### src/rtl/imem_code_loader.sv
// Byte-stream code loader for the instruction memory port B: packs bytes big-endian into
// 32-bit words, writes them at consecutive word addresses and optionally reads each one back.
module imem_code_loader #(
  parameter int         PC_BITWIDTH = 16,
  parameter int         RD_LATENCY  = 2,
  parameter logic [7:0] PAD_BYTE    = 8'h00
) (
  input  logic                   clk,
  input  logic                   reset,
  input  logic                   start,
  input  logic [PC_BITWIDTH-3:0] base_addr,
  input  logic [PC_BITWIDTH-1:0] byte_count,
  input  logic                   verify_en,
  input  logic [7:0]             s_data,
  input  logic                   s_valid,
  output logic                   s_ready,
  output logic                   mem_we,
  output logic [PC_BITWIDTH-3:0] mem_wr_addr,
  output logic [31:0]            mem_data_out,
  output logic                   mem_re_B,
  output logic [PC_BITWIDTH-1:0] mem_re_addr_B,
  input  logic [31:0]            mem_rd_data,
  output logic                   busy,
  output logic                   done,
  output logic                   error,
  output logic [PC_BITWIDTH-3:0] err_word_addr
);

  localparam int WAW = PC_BITWIDTH - 2;
  localparam int CW  = PC_BITWIDTH + 1;
  localparam int LW  = (RD_LATENCY > 1) ? $clog2(RD_LATENCY) : 1;

  typedef enum logic [2:0] {
    S_IDLE,
    S_COLLECT,
    S_WRITE,
    S_VERIFY,
    S_WAIT,
    S_NEXT,
    S_DONE
  } state_t;

  state_t         state_q, state_d;
  logic [31:0]    word_q, word_d;
  logic [1:0]     lane_q, lane_d;
  logic [CW-1:0]  remain_q, remain_d;
  logic [WAW-1:0] addr_q, addr_d;
  logic           verify_q, verify_d;
  logic [LW-1:0]  lat_q, lat_d;
  logic           error_q, error_d;
  logic [WAW-1:0] err_addr_q, err_addr_d;

  always_ff @(posedge clk) begin
    if (reset) begin
      state_q    <= S_IDLE;
      word_q     <= '0;
      lane_q     <= '0;
      remain_q   <= '0;
      addr_q     <= '0;
      verify_q   <= 1'b0;
      lat_q      <= '0;
      error_q    <= 1'b0;
      err_addr_q <= '0;
    end else begin
      state_q    <= state_d;
      word_q     <= word_d;
      lane_q     <= lane_d;
      remain_q   <= remain_d;
      addr_q     <= addr_d;
      verify_q   <= verify_d;
      lat_q      <= lat_d;
      error_q    <= error_d;
      err_addr_q <= err_addr_d;
    end
  end

  always_comb begin
    state_d    = state_q;
    word_d     = word_q;
    lane_d     = lane_q;
    remain_d   = remain_q;
    addr_d     = addr_q;
    verify_d   = verify_q;
    lat_d      = lat_q;
    error_d    = error_q;
    err_addr_d = err_addr_q;
    s_ready    = 1'b0;
    mem_we     = 1'b0;
    mem_re_B   = 1'b0;
    done       = 1'b0;

    case (state_q)
      S_IDLE: begin
        if (start) begin
          addr_d     = base_addr;
          remain_d   = {1'b0, byte_count};
          verify_d   = verify_en;
          error_d    = 1'b0;
          err_addr_d = '0;
          word_d     = {4{PAD_BYTE}};
          lane_d     = '0;
          state_d    = (byte_count == '0) ? S_DONE : S_COLLECT;
        end
      end
      S_COLLECT: begin
        s_ready = 1'b1;
        if (s_valid) begin
          // lane 0 is the most significant byte: bit offset is 8*(3-lane)
          word_d[{~lane_q, 3'b000} +: 8] = s_data;
          lane_d   = lane_q + 2'd1;
          remain_d = remain_q - CW'(1);
          if (lane_q == 2'd3 || remain_q == CW'(1)) begin
            state_d = S_WRITE;
          end
        end
      end
      S_WRITE: begin
        mem_we  = 1'b1;
        state_d = verify_q ? S_VERIFY : S_NEXT;
      end
      S_VERIFY: begin
        mem_re_B = 1'b1;
        lat_d    = LW'(RD_LATENCY - 1);
        state_d  = S_WAIT;
      end
      S_WAIT: begin
        if (lat_q == '0) begin
          if (mem_rd_data != word_q) begin
            error_d = 1'b1;
            if (!error_q) begin
              err_addr_d = addr_q;
            end
          end
          state_d = S_NEXT;
        end else begin
          lat_d = lat_q - LW'(1);
        end
      end
      S_NEXT: begin
        addr_d  = addr_q + WAW'(1);
        word_d  = {4{PAD_BYTE}};
        lane_d  = '0;
        state_d = (remain_q == '0) ? S_DONE : S_COLLECT;
      end
      S_DONE: begin
        done    = 1'b1;
        state_d = S_IDLE;
      end
      default: state_d = S_IDLE;
    endcase
  end

  assign busy          = (state_q != S_IDLE);
  assign mem_wr_addr   = addr_q;
  assign mem_data_out  = word_q;
  assign mem_re_addr_B = {addr_q, 2'b00};
  assign error         = error_q;
  assign err_word_addr = err_addr_q;

endmodule

### config.mk
export PLATFORM = sky130hd
export DESIGN_NAME = imem_code_loader
export DESIGN_NICKNAME = d
export VERILOG_FILES = /design/src/rtl/imem_code_loader.sv
export SDC_FILE = /design/constraint.sdc
export NUM_CORES = 1
export LEC_CHECK = 0
export ABC_AREA = 1
export CAP_MARGIN = 10
export CORE_MARGIN = 1
export CORE_UTILIZATION = 52
export DETAILED_ROUTE_END_ITERATION = 7
export PLACE_DENSITY = 0.95
export SKIP_CTS_REPAIR_TIMING = 1
export SLEW_MARGIN = 25
export SYNTH_ARGS = -nofsm -noshare
export SYNTH_HDL_FRONTEND = slang
export SYNTH_SLANG_ARGS = --single-unit
### constraint.sdc
create_clock -name clk -period 2.84 [get_ports clk]
set_input_delay 0.568 -clock clk [delete_from_list [all_inputs] [get_ports clk]]
set_output_delay 0.568 -clock clk [all_outputs]
set_load 0.03 [all_outputs]
After elaboration in Yosys (flattened, before gate mapping)

Cells that the tools add are included.
W data, S select, Z words.

Register bits after elaboration: 85
Bits of input ports: 75
Output and inout bits: 82
Word-level logic and storage cells: 84

Add/subtract/negate cells: 5
Eq/ne operators: 15
Shifts and indexed selects: 2
Multiplexer cells: 35
Bitwise operators: 1
Reduce and logical (&&, ||, !) cells: 17

Operator list:

| cell                     | count |
|---|---|
| $pmux W32 S3             | 1 |
| $mux W14                 | 5 |
| $mux W32                 | 2 |
| $pmux W14 S2             | 2 |
| $mux W17                 | 2 |
| $pmux W17 S2             | 1 |
| $bwmux W32               | 1 |
| $ne A32 B32 Y1           | 1 |
| $shift A8 B7 Y32 const A | 1 |
| $shiftx A8 B7 Y32        | 1 |
| $mux W3                  | 7 |
| $pmux W3 S6              | 1 |
| $eq A17 B1 Y1 const B    | 1 |
| $logic_not A17 Y1        | 1 |
| $sub A17 B1 Y17 const B  | 1 |
| $logic_not A16 Y1        | 1 |
| $add A14 B1 Y14 const B  | 1 |
| $ne A2 B2 Y1 const B     | 6 |
| $eq A3 B3 Y1 const B     | 3 |
| $mux W1                  | 8 |
| $reduce_and A4 Y1        | 2 |
| $reduce_bool A2 Y1       | 4 |
| $neg A5 Y7               | 1 |
| $eq A3 B2 Y1 const B     | 2 |
| other kinds (14)         | 19 |

Longest topological paths before layout

Depth after elaboration: 6
Gate-level depth with buffers: 14
Gate-level depth less buffers: 13

Worst setup path before layout

OpenSTA, ideal clock, no wires.

Path type: reg2reg
Start point: register lane_q[0]
End point: register word_q[14], in the netlist mem_data_out[14]
Setup time: 0.064 ns
Data arrival time: 1.883 ns
Required time: 2.776 ns
Path slack: 0.893 ns
Cell stages (with the launch flop): 10
Path buffers: 1
Clock period less this slack: 1.947 ns
Path through: dfxtp_1 clkbuf_1 inv_1 ha_1 inv_1 nor4_2 nand3_1 nand2_1 nand2_1 nor2_1

Longest elaborated chain between the ends: 6
Elaborated cells on any way between the ends: 7
Those cells by class: add/sub (1); shift (2); mux (3); bitwise (1)

Ends and longest elaborated chain:

| what                                                         | line | source |
|---|---|---|
| from (decl)                                                  | 45   | `logic [1:0] lane_q, lane_d;` |
| from (signal assigned)                                       | 67   | `lane_q <= lane_d;` |
| $not A2 Y2 (*)                                               | 109  | `word_d[{~lane_q, 3'b000} +: 8] = s_data;` |
| $neg A5 Y7 (*)                                               | 109  |  |
| $shiftx A8 B7 Y32 / $shift A8 B7 Y32 (equally long branches) | 109  |  |
| $bwmux W32 (*)                                               | 109  |  |
| $mux W32 (*)                                                 | 107  | `if (s_valid) begin` |
| $pmux W32 S3 (*)                                             | 92   | `case (state_q)` |
| to (signal assigned)                                         | 66   | `word_q <= word_d;` |
| to (decl)                                                    | 44   | `logic [31:0] word_q, word_d;` |

Every way passes the cells marked *; elsewhere a longest branch is shown, timed or not. The select of a mux whose other input is x is not followed.
A chain may end at the register's enable or synchronous reset.

Final worst setup path

Start point: register state_q[0]
End point: output s_ready

Longest elaborated chain between the ends: 2

Ends and longest elaborated chain:

| what                   | line | source |
|---|---|---|
| from (decl)            | 43   | `state_t state_q, state_d;` |
| from (signal assigned) | 65   | `state_q <= state_d;` |
| $eq A3 B1 Y1           | 92   |  |
| $mux W1                | 92   |  |
| to (decl)              | 16   | `output logic s_ready,` |

Every way passes these cells.

==> impl_metrics.csv <==
group,metric,value,unit
final_layout,utilization,70.6,%
clock_network,cts.sinks,85,
synth,syn_avg_cell_area,6.30,um2
floorplan,die_h,103,um
place,place.gp.congestion,0.958,
worst_setup_path,arrival,2.14,ns
sta,fmax,370,MHz
synth,synthesis.area,5270,um2
pwr,p_per_area,985,nW/um2
final_layout,seq_area,1700,um2
clock_network,clock_latency,0.36,ns
final_layout,instances_no_fill,1101,
pwr,peakVddDrop,0.507,mV
global_routing,grt_pass1_wl,23.9,mm
synth,ys_types,42,
hold_path,min_path_type,"reg2reg",
clock_network,clk_pin_slew,0.08,ns
final_layout,fin_area,6930,um2
floorplan,start_util,53.7,%
routing,drt-initial-drc-count,362,
sta,period_minus_slack,2.70,ns
floorplan,core-area,9820,um2
sta,tightest_slew,0.644,ns
synth,synthFlopType,"dfxtp_1",
sta,rsz0062_at_grt,"false",
final_layout,diodes,0,
place,place_inst,1085,
synth,yosysSeqAreaShare,32.3,%
routing,routed_wl,15.3,mm
sta,report.final.hold_viol_count,0,
sta,slew_headroom,56.7,%
job,cap_violations,0,
place,dpl_cell_area,6740,um2
final_layout,multi_input_area,2790,um2
clock_network,ctsRootBufferMaster,"clkbuf_8",
pwr,power.leakage,0.00296,uW
routing,vias_per_cell,5.25,
sta,setup-violations-final,0,
floorplan,rows,36,
final_layout,final_cell_mix,"nand2_1 (195), clkdlybuf4s50_1 (154), inv_1 (123)",
floorplan,die_area,10500,um2
sta,slew_viol_final,0,
clock_network,cts_tree,"yes",
final_layout,synthToLayoutAreaGrowth,31.5,%
synth,synth_edf_count,0,
outcome,outcome,"finished, final reports clean",
synth,postSynthCellCount,837,
place,io_buffer_count,154,
routing,dr.pass1.iters,5,
final_layout,fillCellCount,793,
clock_network,cts_made_buffers,9,
floorplan,die_x,103,um
final_layout,num-nets-final,1046,
synth,synth_warnings,0,
sta,fin_setup_tns,0,ns
clock_network,htree_levels,3,
synth,async_flop_share,0,%
routing,vias,5783,
global_routing,grt_overflow,0,
global_routing,antenna_found_initial,0,
worst_setup_path,crit_fanout,18,
global_routing,grt_pass1_vias,5175,
clock_network,clockBufferDepth,2,
worst_setup_path,cp-start-kind,"flip-flop",
worst_setup_path,criticalPathCategory,"reg2out",
routing,wl_per_cell,13.9,um
routing,drc_errors,0,
sta,min_period_over_period,95.2,%
global_routing,grt_usage,29.1,%
worst_setup_path,end_kind,"output pin",
global_routing,grt_max_degree,55,
final_layout,layout_commonest_cell,"nand2_1",
floorplan,io_pins,157,
routing,drtAntennaViolNets,0,
sta,skew,0.0110,ns
place,hpwl,11.1,mm
final_layout,final_layout_size_suffix_gt1_share,4.55,%
synth,synth-seq-cells,85,
worst_setup_path,crit_required,2.27,ns
-- cell type report --
class / count / area share, %
inverter: 132 / 7.18
tap: 133 / 2.40
multi-input combinational: 576 / 40.3
clock buffer: 13 / 2.15
sequential: 85 / 24.5
clock inverter: 3 / 0.632
timing repair buffer: 159 / 22.8
-- cell families after synthesis --
| logic type | share of synthesized area [%] |
|---|---|
| AO/OA/AOI/OAI | 16.6 |
| other | 0.0712 |
| adder cells (fa/ha/maj) | 1.90 |
| AND/OR/NAND/NOR | 30.9 |
| XOR/XNOR | 3.49 |
| flip-flops | 32.3 |
| buffers and inverters | 14.8 |
-- critical path, cell delays in order (launching register included) --
cell             delay, ns
dfxtp_1               0.42
inv_2                 0.07
nor2_2                0.16
nand2_4               0.18
inv_4                 0.25
clkdlybuf4s50_1       0.72
-- synthesized netlist by cell type, types with 2 or more instances --
master / number / share of area (%)
buf_4: 19 / 2.7
o21ai_2: 3 / 0.50
a31oi_1: 2 / 0.24
nand2_1: 195 / 14
or2_2: 3 / 0.36
o21bai_1: 2 / 0.28
a211oi_1: 4 / 0.57
o211ai_1: 3 / 0.43
a221oi_1: 3 / 0.50
dfxtp_1: 85 / 32
inv_2: 7 / 0.50
nor2_1: 102 / 7.3
nand2_2: 4 / 0.47
nand2_4: 2 / 0.43
nand3_1: 33 / 3.1
o21ai_0: 73 / 6.9
o221ai_1: 2 / 0.33
buf_6: 4 / 0.85
inv_1: 123 / 8.8
nor3_1: 31 / 2.9
buf_2: 8 / 0.76
a21oi_1: 57 / 5.4
clkbuf_1: 14 / 1.0
o22ai_1: 3 / 0.36
ha_1: 8 / 1.9
nor2_4: 2 / 0.43
o21a_1: 2 / 0.28
nand4_1: 10 / 1.2
xor2_1: 7 / 1.2
xnor2_1: 14 / 2.3
-- per-stage QoR --
step           power [uW]  setup WS (ns)  hold WS [ns]
2_1_floorplan        4750          0.893         0.453
3_3_place_gp         5790          0.521         0.458
3_5_place_dp         5900          0.429         0.473
4_1_cts              6800          0.150         0.484
5_1_grt              7350        0.00434         0.507
6_report             6830          0.136         0.488
-- report_power, final --
| part | total (uW) | internal (uW) | switching, uW |
|---|---|---|---|
| Sequential | 2030 | 1600 | 429 |
| Clock | 871 | 435 | 436 |
| Combinational | 3930 | 1450 | 2480 |
| Total | 6830 | 3480 | 3350 |
-- routing by layer --
layer	GRT usage [%]	routed length (um)	vias up
met5	0	0	-
met4	12.5	372	0
met3	4.61	1430	39
met2	49.8	7380	314
met1	36.1	6120	2549
li1	-	-	2881
-- final timing paths --
path	end	cells after the start	slack, ns	startpoint
max	s_ready	5	0.14	state_q[0]
min	remain_q[14]	2	0.49	remain_q[14]
max reg2reg	err_word_addr[8]	8	0.54	state_q[2]
min reg2reg	remain_q[14]	2	0.49	remain_q[14]
-- state kept, by name, summed over array words and instances, names as in the netlist --
name	cells
mem_wr_addr	14
state_q	3
lat_q	1
error	1
remain_q	17
lane_q	2
err_word_addr	14
verify_q	1
mem_data_out	32
(Power assumes the default switching activity.)
